### config.mk
export PLATFORM = sky130hd
export DESIGN_NAME = memory_dbus_ctrl
export DESIGN_NICKNAME = d
export VERILOG_FILES = /design/src/rtl/memory_dbus_ctrl_pkg.sv /design/src/rtl/memory_dbus_ctrl_align.sv /design/src/rtl/memory_dbus_ctrl.sv
export SDC_FILE = /design/constraint.sdc
export NUM_CORES = 1
export LEC_CHECK = 0
export CORE_MARGIN = 10
export CORE_UTILIZATION = 30
export CTS_BUF_LIST = sky130_fd_sc_hd__clkbuf_4
export CTS_CLUSTER_SIZE = 25
export DETAILED_ROUTE_END_ITERATION = 12
export GPL_ROUTABILITY_DRIVEN = 0
export MAX_ROUTING_LAYER = met4
export SLEW_MARGIN = 40
export SYNTH_ARGS = -nofsm -noshare
export SYNTH_HDL_FRONTEND = slang
export SYNTH_SLANG_ARGS = --single-unit
### constraint.sdc
create_clock -name clk -period 1.79 [get_ports clk]
set_input_delay 0.537 -clock clk [delete_from_list [all_inputs] [get_ports clk]]
set_output_delay 0.537 -clock clk [all_outputs]
set_load 0.02 [all_outputs]
### src/rtl/memory_dbus_ctrl_pkg.sv
`default_nettype none
// ============================================================================
// Module   : memory_dbus_ctrl_pkg
// Purpose  : Shared types for the data-bus controller and its alignment unit.
// Revision : 1.0 - initial release
// ============================================================================
package memory_dbus_ctrl_pkg;

  typedef enum logic [1:0] {
    MSIZE_BYTE = 2'd0,
    MSIZE_HALF = 2'd1,
    MSIZE_WORD = 2'd2
  } mem_size_t;

  typedef struct packed {
    logic        valid;
    logic [31:0] addr;
    logic [3:0]  strobe;
    logic [31:0] data;
  } dbus_req_t;

  typedef struct packed {
    logic        addr_ok;
    logic        data_ok;
    logic [31:0] data;
  } dbus_resp_t;

  typedef enum logic [1:0] {
    ST_IDLE = 2'd0,
    ST_REQ  = 2'd1,
    ST_WAIT = 2'd2,
    ST_RESP = 2'd3
  } dbus_state_t;

  // Size code 3 is handled as a word access.
  function automatic logic is_misaligned(input logic [1:0] size, input logic [1:0] off);
    case (size)
      MSIZE_BYTE: is_misaligned = 1'b0;
      MSIZE_HALF: is_misaligned = off[0];
      default:    is_misaligned = (off != 2'b00);
    endcase
  endfunction

endpackage
`default_nettype wire

### src/rtl/memory_dbus_ctrl_align.sv
`default_nettype none
// ============================================================================
// Module   : memory_align
// Purpose  : Store strobe/data lane replication and load lane extraction.
// Revision : 1.0 - initial release
// ============================================================================
module memory_align
  import memory_dbus_ctrl_pkg::*;
(
  input  logic [1:0]  i_st_off,
  input  logic [1:0]  i_st_size,
  input  logic [31:0] i_st_wdata,
  output logic [3:0]  o_st_strobe,
  output logic [31:0] o_st_data,
  input  logic [1:0]  i_ld_off,
  input  logic [1:0]  i_ld_size,
  input  logic        i_ld_sign,
  input  logic [31:0] i_ld_raw,
  output logic [31:0] o_ld_data
);

  logic [31:0] w_shift;
  logic [7:0]  w_byte;
  logic [15:0] w_half;

  always_comb begin
    o_st_strobe = 4'b1111;
    o_st_data   = i_st_wdata;
    case (i_st_size)
      MSIZE_BYTE: begin
        o_st_strobe = 4'b0001 << i_st_off;
        o_st_data   = {4{i_st_wdata[7:0]}};
      end
      MSIZE_HALF: begin
        o_st_strobe = 4'b0011 << i_st_off;
        o_st_data   = {2{i_st_wdata[15:0]}};
      end
      default: ;
    endcase
  end

  // Bring the addressed lane down to bit 0 before extending.
  assign w_shift = i_ld_raw >> {i_ld_off, 3'b000};
  assign w_byte  = w_shift[7:0];
  assign w_half  = w_shift[15:0];

  always_comb begin
    o_ld_data = i_ld_raw;
    case (i_ld_size)
      MSIZE_BYTE: o_ld_data = {{24{i_ld_sign & w_byte[7]}}, w_byte};
      MSIZE_HALF: o_ld_data = {{16{i_ld_sign & w_half[15]}}, w_half};
      default: ;
    endcase
  end

endmodule
`default_nettype wire

### src/rtl/memory_dbus_ctrl.sv
`default_nettype none
// ============================================================================
// Module   : memory_dbus_ctrl
// Purpose  : Load/store unit bridging the memory stage to a split addr/data bus.
// Revision : 1.0 - initial release
// ============================================================================
module memory_dbus_ctrl
  import memory_dbus_ctrl_pkg::*;
(
  input  logic        clk,
  input  logic        reset,
  input  logic        in_valid,
  input  logic [31:0] in_addr,
  input  logic        in_write,
  input  logic [1:0]  in_size,
  input  logic        in_sign,
  input  logic [31:0] in_wdata,
  output logic        busy,
  output logic        done,
  output logic [31:0] rdata,
  output logic        exc_adel,
  output logic        exc_ades,
  output logic        dreq_valid,
  output logic [31:0] dreq_addr,
  output logic [3:0]  dreq_strobe,
  output logic [31:0] dreq_data,
  input  logic        dresp_addr_ok,
  input  logic        dresp_data_ok,
  input  logic [31:0] dresp_data
);

  dbus_state_t r_state, w_next;
  logic [31:0] r_addr, r_wdata, r_rdata;
  logic [1:0]  r_size;
  logic        r_sign, r_write, r_exc_adel, r_exc_ades;
  logic [3:0]  r_strobe;

  logic        w_accept, w_take, w_mis;
  logic [3:0]  w_st_strobe;
  logic [31:0] w_st_data, w_ld_data;
  dbus_req_t   w_req;
  dbus_resp_t  w_resp;

  assign w_resp   = '{addr_ok: dresp_addr_ok, data_ok: dresp_data_ok, data: dresp_data};
  assign w_mis    = is_misaligned(in_size, in_addr[1:0]);
  assign w_accept = (r_state == ST_IDLE) && in_valid;
  assign w_take   = ((r_state == ST_REQ) && w_resp.addr_ok && w_resp.data_ok) ||
                    ((r_state == ST_WAIT) && w_resp.data_ok);

  memory_align u_align (
    .i_st_off    (in_addr[1:0]),
    .i_st_size   (in_size),
    .i_st_wdata  (in_wdata),
    .o_st_strobe (w_st_strobe),
    .o_st_data   (w_st_data),
    .i_ld_off    (r_addr[1:0]),
    .i_ld_size   (r_size),
    .i_ld_sign   (r_sign),
    .i_ld_raw    (w_resp.data),
    .o_ld_data   (w_ld_data)
  );

  always_ff @(posedge clk) begin
    if (reset) r_state <= ST_IDLE;
    else       r_state <= w_next;
  end

  always_comb begin
    w_next = r_state;
    case (r_state)
      ST_IDLE: if (in_valid) w_next = w_mis ? ST_RESP : ST_REQ;
      ST_REQ:  if (w_resp.addr_ok) w_next = w_resp.data_ok ? ST_RESP : ST_WAIT;
      ST_WAIT: if (w_resp.data_ok) w_next = ST_RESP;
      default: w_next = ST_IDLE;
    endcase
  end

  always_comb begin
    busy         = (r_state != ST_IDLE);
    done         = (r_state == ST_RESP);
    w_req.valid  = (r_state == ST_REQ);
    w_req.addr   = r_addr;
    w_req.strobe = r_strobe;
    w_req.data   = r_wdata;
    rdata        = done ? r_rdata : 32'd0;
    exc_adel     = done & r_exc_adel;
    exc_ades     = done & r_exc_ades;
  end

  assign dreq_valid  = w_req.valid;
  assign dreq_addr   = w_req.addr;
  assign dreq_strobe = w_req.strobe;
  assign dreq_data   = w_req.data;

  // Request fields are latched once at accept so the bus sees them stable.
  always_ff @(posedge clk) begin
    if (reset) begin
      r_addr     <= '0;
      r_size     <= '0;
      r_sign     <= 1'b0;
      r_write    <= 1'b0;
      r_strobe   <= '0;
      r_wdata    <= '0;
      r_rdata    <= '0;
      r_exc_adel <= 1'b0;
      r_exc_ades <= 1'b0;
    end else begin
      if (w_accept) begin
        r_addr     <= in_addr;
        r_size     <= in_size;
        r_sign     <= in_sign;
        r_write    <= in_write;
        r_strobe   <= in_write ? w_st_strobe : 4'b0000;
        r_wdata    <= in_write ? w_st_data : 32'd0;
        r_rdata    <= '0;
        r_exc_adel <= w_mis & ~in_write;
        r_exc_ades <= w_mis & in_write;
      end
      if (w_take) r_rdata <= r_write ? 32'd0 : w_ld_data;
    end
  end

endmodule
`default_nettype wire

### After elaboration in Yosys (flattened, before gate mapping)

Cells that the tools add are included.
W data, S select, Z words.

| storage, ports and cells | value |
|---|---|
| flip-flop bits (word level) | 108 |
| logic and storage cells | 56 |
| input bits | 105 |

| operators by class | value |
|---|---|
| equality and inequality tests | 8 |
| shift-type cells | 3 |
| bitwise logic cells | 7 |
| reduce and logical (&&, ||, !) cells | 12 |
| mux-type cells | 16 |

Operator list:

| kind | count |
|---|---|
| $mux W32 | 5 |
| $pmux W32 S2 | 2 |
| $shr A32 B5 Y16 | 1 |
| $mux W2 | 4 |
| $pmux W4 S2 | 1 |
| $and A1 B1 Y1 | 6 |
| $eq A2 B1 Y1 const B | 3 |
| $logic_not A2 Y1 | 3 |
| $pmux W2 S3 | 1 |
| $reduce_bool A2 Y1 | 3 |
| $eq A2 B2 Y1 const B | 2 |
| $logic_and A1 B1 Y1 | 4 |
| $mux W4 | 1 |
| $ne A2 B2 Y1 const B | 2 |
| $shl A1 B2 Y4 const A | 1 |
| $shl A2 B2 Y4 const A | 1 |
| $reduce_and A3 Y1 | 1 |
| $ne A2 B1 Y1 const B | 1 |
| $pmux W1 S2 | 1 |
| $logic_or A1 B1 Y1 | 1 |
| $mux W1 | 1 |
| $not A1 Y1 | 1 |

### Longest topological paths before layout

| logic depth | value |
|---|---|
| depth in word-level cells | 5 |
| gate-level depth with buffers | 8 |

### Modules after synthesis

Synthesis repeated with hierarchy kept, for this count alone.

| second synthesis, totals | value |
|---|---|
| cells, all modules | 630 |
| area, all modules | 5196.2 um2 |

By module, submodules not included:

| module | cells an instance | area each (um2) | times used | sequential area each (um2) |
|---|---|---|---|---|
| memory_dbus_ctrl | 460 | 4021.4 | 1 | 2162.1 |
| memory_align | 170 | 1174.9 | 1 | 0.0 |

### Least setup slack after synthesis

Ideal clock, no wire load.

| path | value |
|---|---|
| kind | reg-to-reg |
| start point | register r_state[1] |
| end point | register r_rdata[22] |
| cell stages (with the launch flop) | 8 |
| path buffers | 2 |
| setup time | 0.122 ns |
| data required time | 1.668 ns |
| slack | -0.053 ns |
| clock period less this slack | 1.843 ns |
| data arrival time | 1.721 ns |
| path through | dfxtp_1 inv_1 ha_1 a21o_1 and3_1 buf_2 buf_2 a221o_1 |

| on the way | value |
|---|---|
| word-level cells in the longest chain between the ends | 5 |
| elaborated cells on any way between the ends | 10 |
| classes of those cells | 2 x eq/ne; 1 x mux; 7 x reduce/logical |

RTL lines:

| item | line | text |
|---|---|---|
| start, declared | memory_dbus_ctrl.sv:32 | `dbus_state_t r_state, w_next;` |
| start signal, assigned | memory_dbus_ctrl.sv:65 | `else r_state <= w_next;` |
| $eq A2 B1 Y1 * | - |  |
| named net dreq_valid | memory_dbus_ctrl.sv:23 | `output logic dreq_valid,` |
| $logic_and A1 B1 Y1 * (2 in a row) | memory_dbus_ctrl.sv:47 | `assign w_take = ((r_state == ST_REQ) && w_resp.addr_ok && w_resp.data_ok) \|\|` |
| $logic_or A1 B1 Y1 * | memory_dbus_ctrl.sv:47 |  |
| $mux W32 or $reduce_bool A2 Y1 (tied branches) | - |  |
| end signal, assigned | memory_dbus_ctrl.sv:119 | `if (w_take) r_rdata <= r_write ? 32'd0 : w_ld_data;` |
| end, declared | memory_dbus_ctrl.sv:33 | `logic [31:0] r_addr, r_wdata, r_rdata;` |

Mark *: on every way through the listed nets, which the timed path passes. The rest lies on a longest branch.
A chain may end at the register's enable or synchronous reset.

### Worst setup path in the final report

| path | value |
|---|---|
| start point | register r_state[0] |
| end point | output rdata[7] |

| on the way | value |
|---|---|
| word-level cells in the longest chain between the ends | 2 |

RTL lines:

| item | line | text |
|---|---|---|
| $eq A2 B2 Y1 | memory_dbus_ctrl.sv:80 | `done = (r_state == ST_RESP);` |
| $mux W32 | memory_dbus_ctrl.sv:85 | `rdata = done ? r_rdata : 32'd0;` |
| end, declared | memory_dbus_ctrl.sv:20 | `output logic [31:0] rdata,` |

No other way between the ends.

==> reports/qor.yml <==
die_area_sq_mm: 0.0217
placed_area_sq_mm: 0.00751
gr-total-overflow: 0
nFillCells: 1517
yosysUniqueCellTypes: 45
grt_pass1_vias: 5434
io_buffers: 209
synth.avg_cell_area_sq_um: 8.57
final_util_pct: 50.2
min_path_cells: 4
die_x_um: 147
hold_class: "in2reg"
relSlewSlack_pct: 61.1
place_hpwl_um: 14100
start_util_pct: 30.5
violations: "setup timing"
drtIter0Drc: 245
outcome: "finished, violations left"
hold_slack_ns: 0.378
num-nets-final: 916
numClockSinks: 108
timing.rr.start: "r_state[1]"
synth-edff-count: 0
synth_top_area_share_pct: 44.6
async_flop_share_pct: 0
reg2reg_slack_ns: -0.12
crit_type: "reg2out"
final_cell_mix: "108 x nand2_1, 105 x dfxtp_1, 103 x clkdlybuf4s50_1"
setup_tns_ns: -9.52
tightest_slew_ns: 0.583
stdcell_area_sq_mm: 0.00797
whs_endpoint: "r_rdata[7]"
cts.clk_slew.worst_paths_ns: 0.15
p_leak_nw: 3.33
ios: 210
total_power_mw: 7.61
start_kind: "flop"
htreeDepth: 3
synthCells: 566
stdcell_count: 1028
die_y_um: 147
ys_seq_area_share_pct: 44.6
place_inst: 998
grt_max_degree: 56
synth_area_leaders: "dfxtp_1 45%, nand2_1 8.4%, a21oi_1 7.6%"
pre_cts_ws_ns: -0.664
skew_ns: 0.0191
wl_per_cell_um: 18.4
ir_worst_vdd_mv: 0.409
clock_path_buffers: 2
cts_root_buf: "clkbuf_4"
postCtsHoldBufs: 0
ant_nets: 0
rsz0062_at_grt: "true"
ff2ff_path_depth: 9
synthesis.area_sq_mm: 0.00485
setup_ws_ns: -0.296
numCtsBuffers: 9
worst_setup_path_end_kind: "output pin"
vias: 5132
ys.flop_type: "dfxtp_1"
drt_wl_total_um: 18900
clk-insertion-delay-late_ns: 0.48
grt_pass1_wl_um: 29500
power_density_mw_per_mm2: 954
cts_tree: "yes"
yosysTopAreaCell: "dfxtp_1"
synth_seq_cells: 108
layout_commonest_cell: "nand2_1"
r2r_end: "r_rdata[17]"
synthToLayoutAreaGrowth_pct: 64.3
drive_gt1_share_pct: 25.0
antenna_found_initial: 1
core-area_sq_mm: 0.0159
grt_usage_pct: 17.3
cp_max_fo: 8
finalSetupViolCount: 50
hp-start: "reset"
crit_arrival_ns: 1.55
drv_cap: 0
drcViolationCount: 0
required_ns: 1.25
final_max_slew_viol_count: 0
fmax_mhz: 479
first_pass_iters: 6
hold_viol_final: 0
synth_nets: 675
rows: 46
timing.final.crit_share_pct: 117
yosysWarnings: 0
layout_min_cycle_time_ns: 2.09
viasPerCell: 4.99
==> synth_stat cells (all sizes together) (2+ instances only) <==
cell type  count
a221o         16
o221ai         8
nor2          29
nand3          2
mux2i         17
ha             4
a22oi         20
nand3b         2
mux2           9
a21boi         8
and3           2
buf           20
nand2        109
nor4           2
dfxtp        108
inv            6
o211a          7
clkbuf        29
nor2b          3
o22ai          7
and2          36
a21oi         74
o21ai         22
a32oi          7
nor3b          8
nand2b         2
==> worst max path at each step <==
stage / from / endpoint / slack [ns]
3_5_place_dp: dresp_data_ok / r_rdata[16] / -0.66
4_1_cts: r_state[1] / rdata[7] / -0.34
5_1_grt: r_state[0] / rdata[2] / -0.36
3_3_place_gp: dresp_data_ok / r_rdata[27] / -0.59
6_report: r_state[0] / rdata[7] / -0.30
2_1_floorplan: r_state[0] / rdata[10] / 0.02
==> where the power goes <==
group	total (mW)	internal, mW	switching (mW)	leakage, nW
sequential	2.88	2.70	0.180	0.881
clock	1.12	0.313	0.806	0.0647
combinational	3.61	1.76	1.84	2.38
total	7.61	4.78	2.83	3.33
==> metal layers <==
metal	wire length (um)	global-route usage, %	vias up
met3	1420	6.02	26
met5	0	-	-
met2	8940	27.0	211
met1	8200	20.6	2412
li1	-	-	2483
met4	349	5.70	0
==> worst max-delay path: stages (launching register included) <==
cell,delay (ns)
dfxtp_2,0.37
ha_4,0.18
buf_12,0.14
buf_16,0.14
and2_4,0.14
buf_6,0.12
==> layout make-up <==
class	count	area [sq um]	share of cell area (%)
timing repair buffer	278	2730	34.3
antenna	1	2.50	0.0314
clock inverter	4	26.3	0.330
inverter	6	27.5	0.345
tap	216	270	3.39
sequential	108	2170	27.2
clock buffer	11	82.6	1.04
multi-input combinational	404	2660	33.4
==> sequential cells by signal (all words and copies together) (netlist names) <==
name / flops
r_exc_ades: 1
r_size: 2
r_sign: 1
dreq_addr: 32
r_state: 2
r_exc_adel: 1
r_write: 1
r_rdata: 32
dreq_strobe: 4
dreq_data: 32
==> kinds of logic after synthesis <==
family                     count (synthesis)  share of synthesized area [%]
muxes                                     27                           6.14
adders and majority gates                  4                           1.03
buffers and inverters                     55                           4.90
xor gates and xnor gates                   1                          0.181
AOI/OAI and AO/OA                        174                           24.0
and+or+nand+nor                          197                           19.2
DFF                                      108                           44.6
==> timing repair <==
action | in CTS | in global routing
endpoints found under the setup margin | 134 | 160
gates resized for setup | 354 | 49
pin swaps | 24 | 4
buffers inserted | 10 | 0
cloned | 6 | 0
No activity file was read; power rests on OpenSTA's default activity.
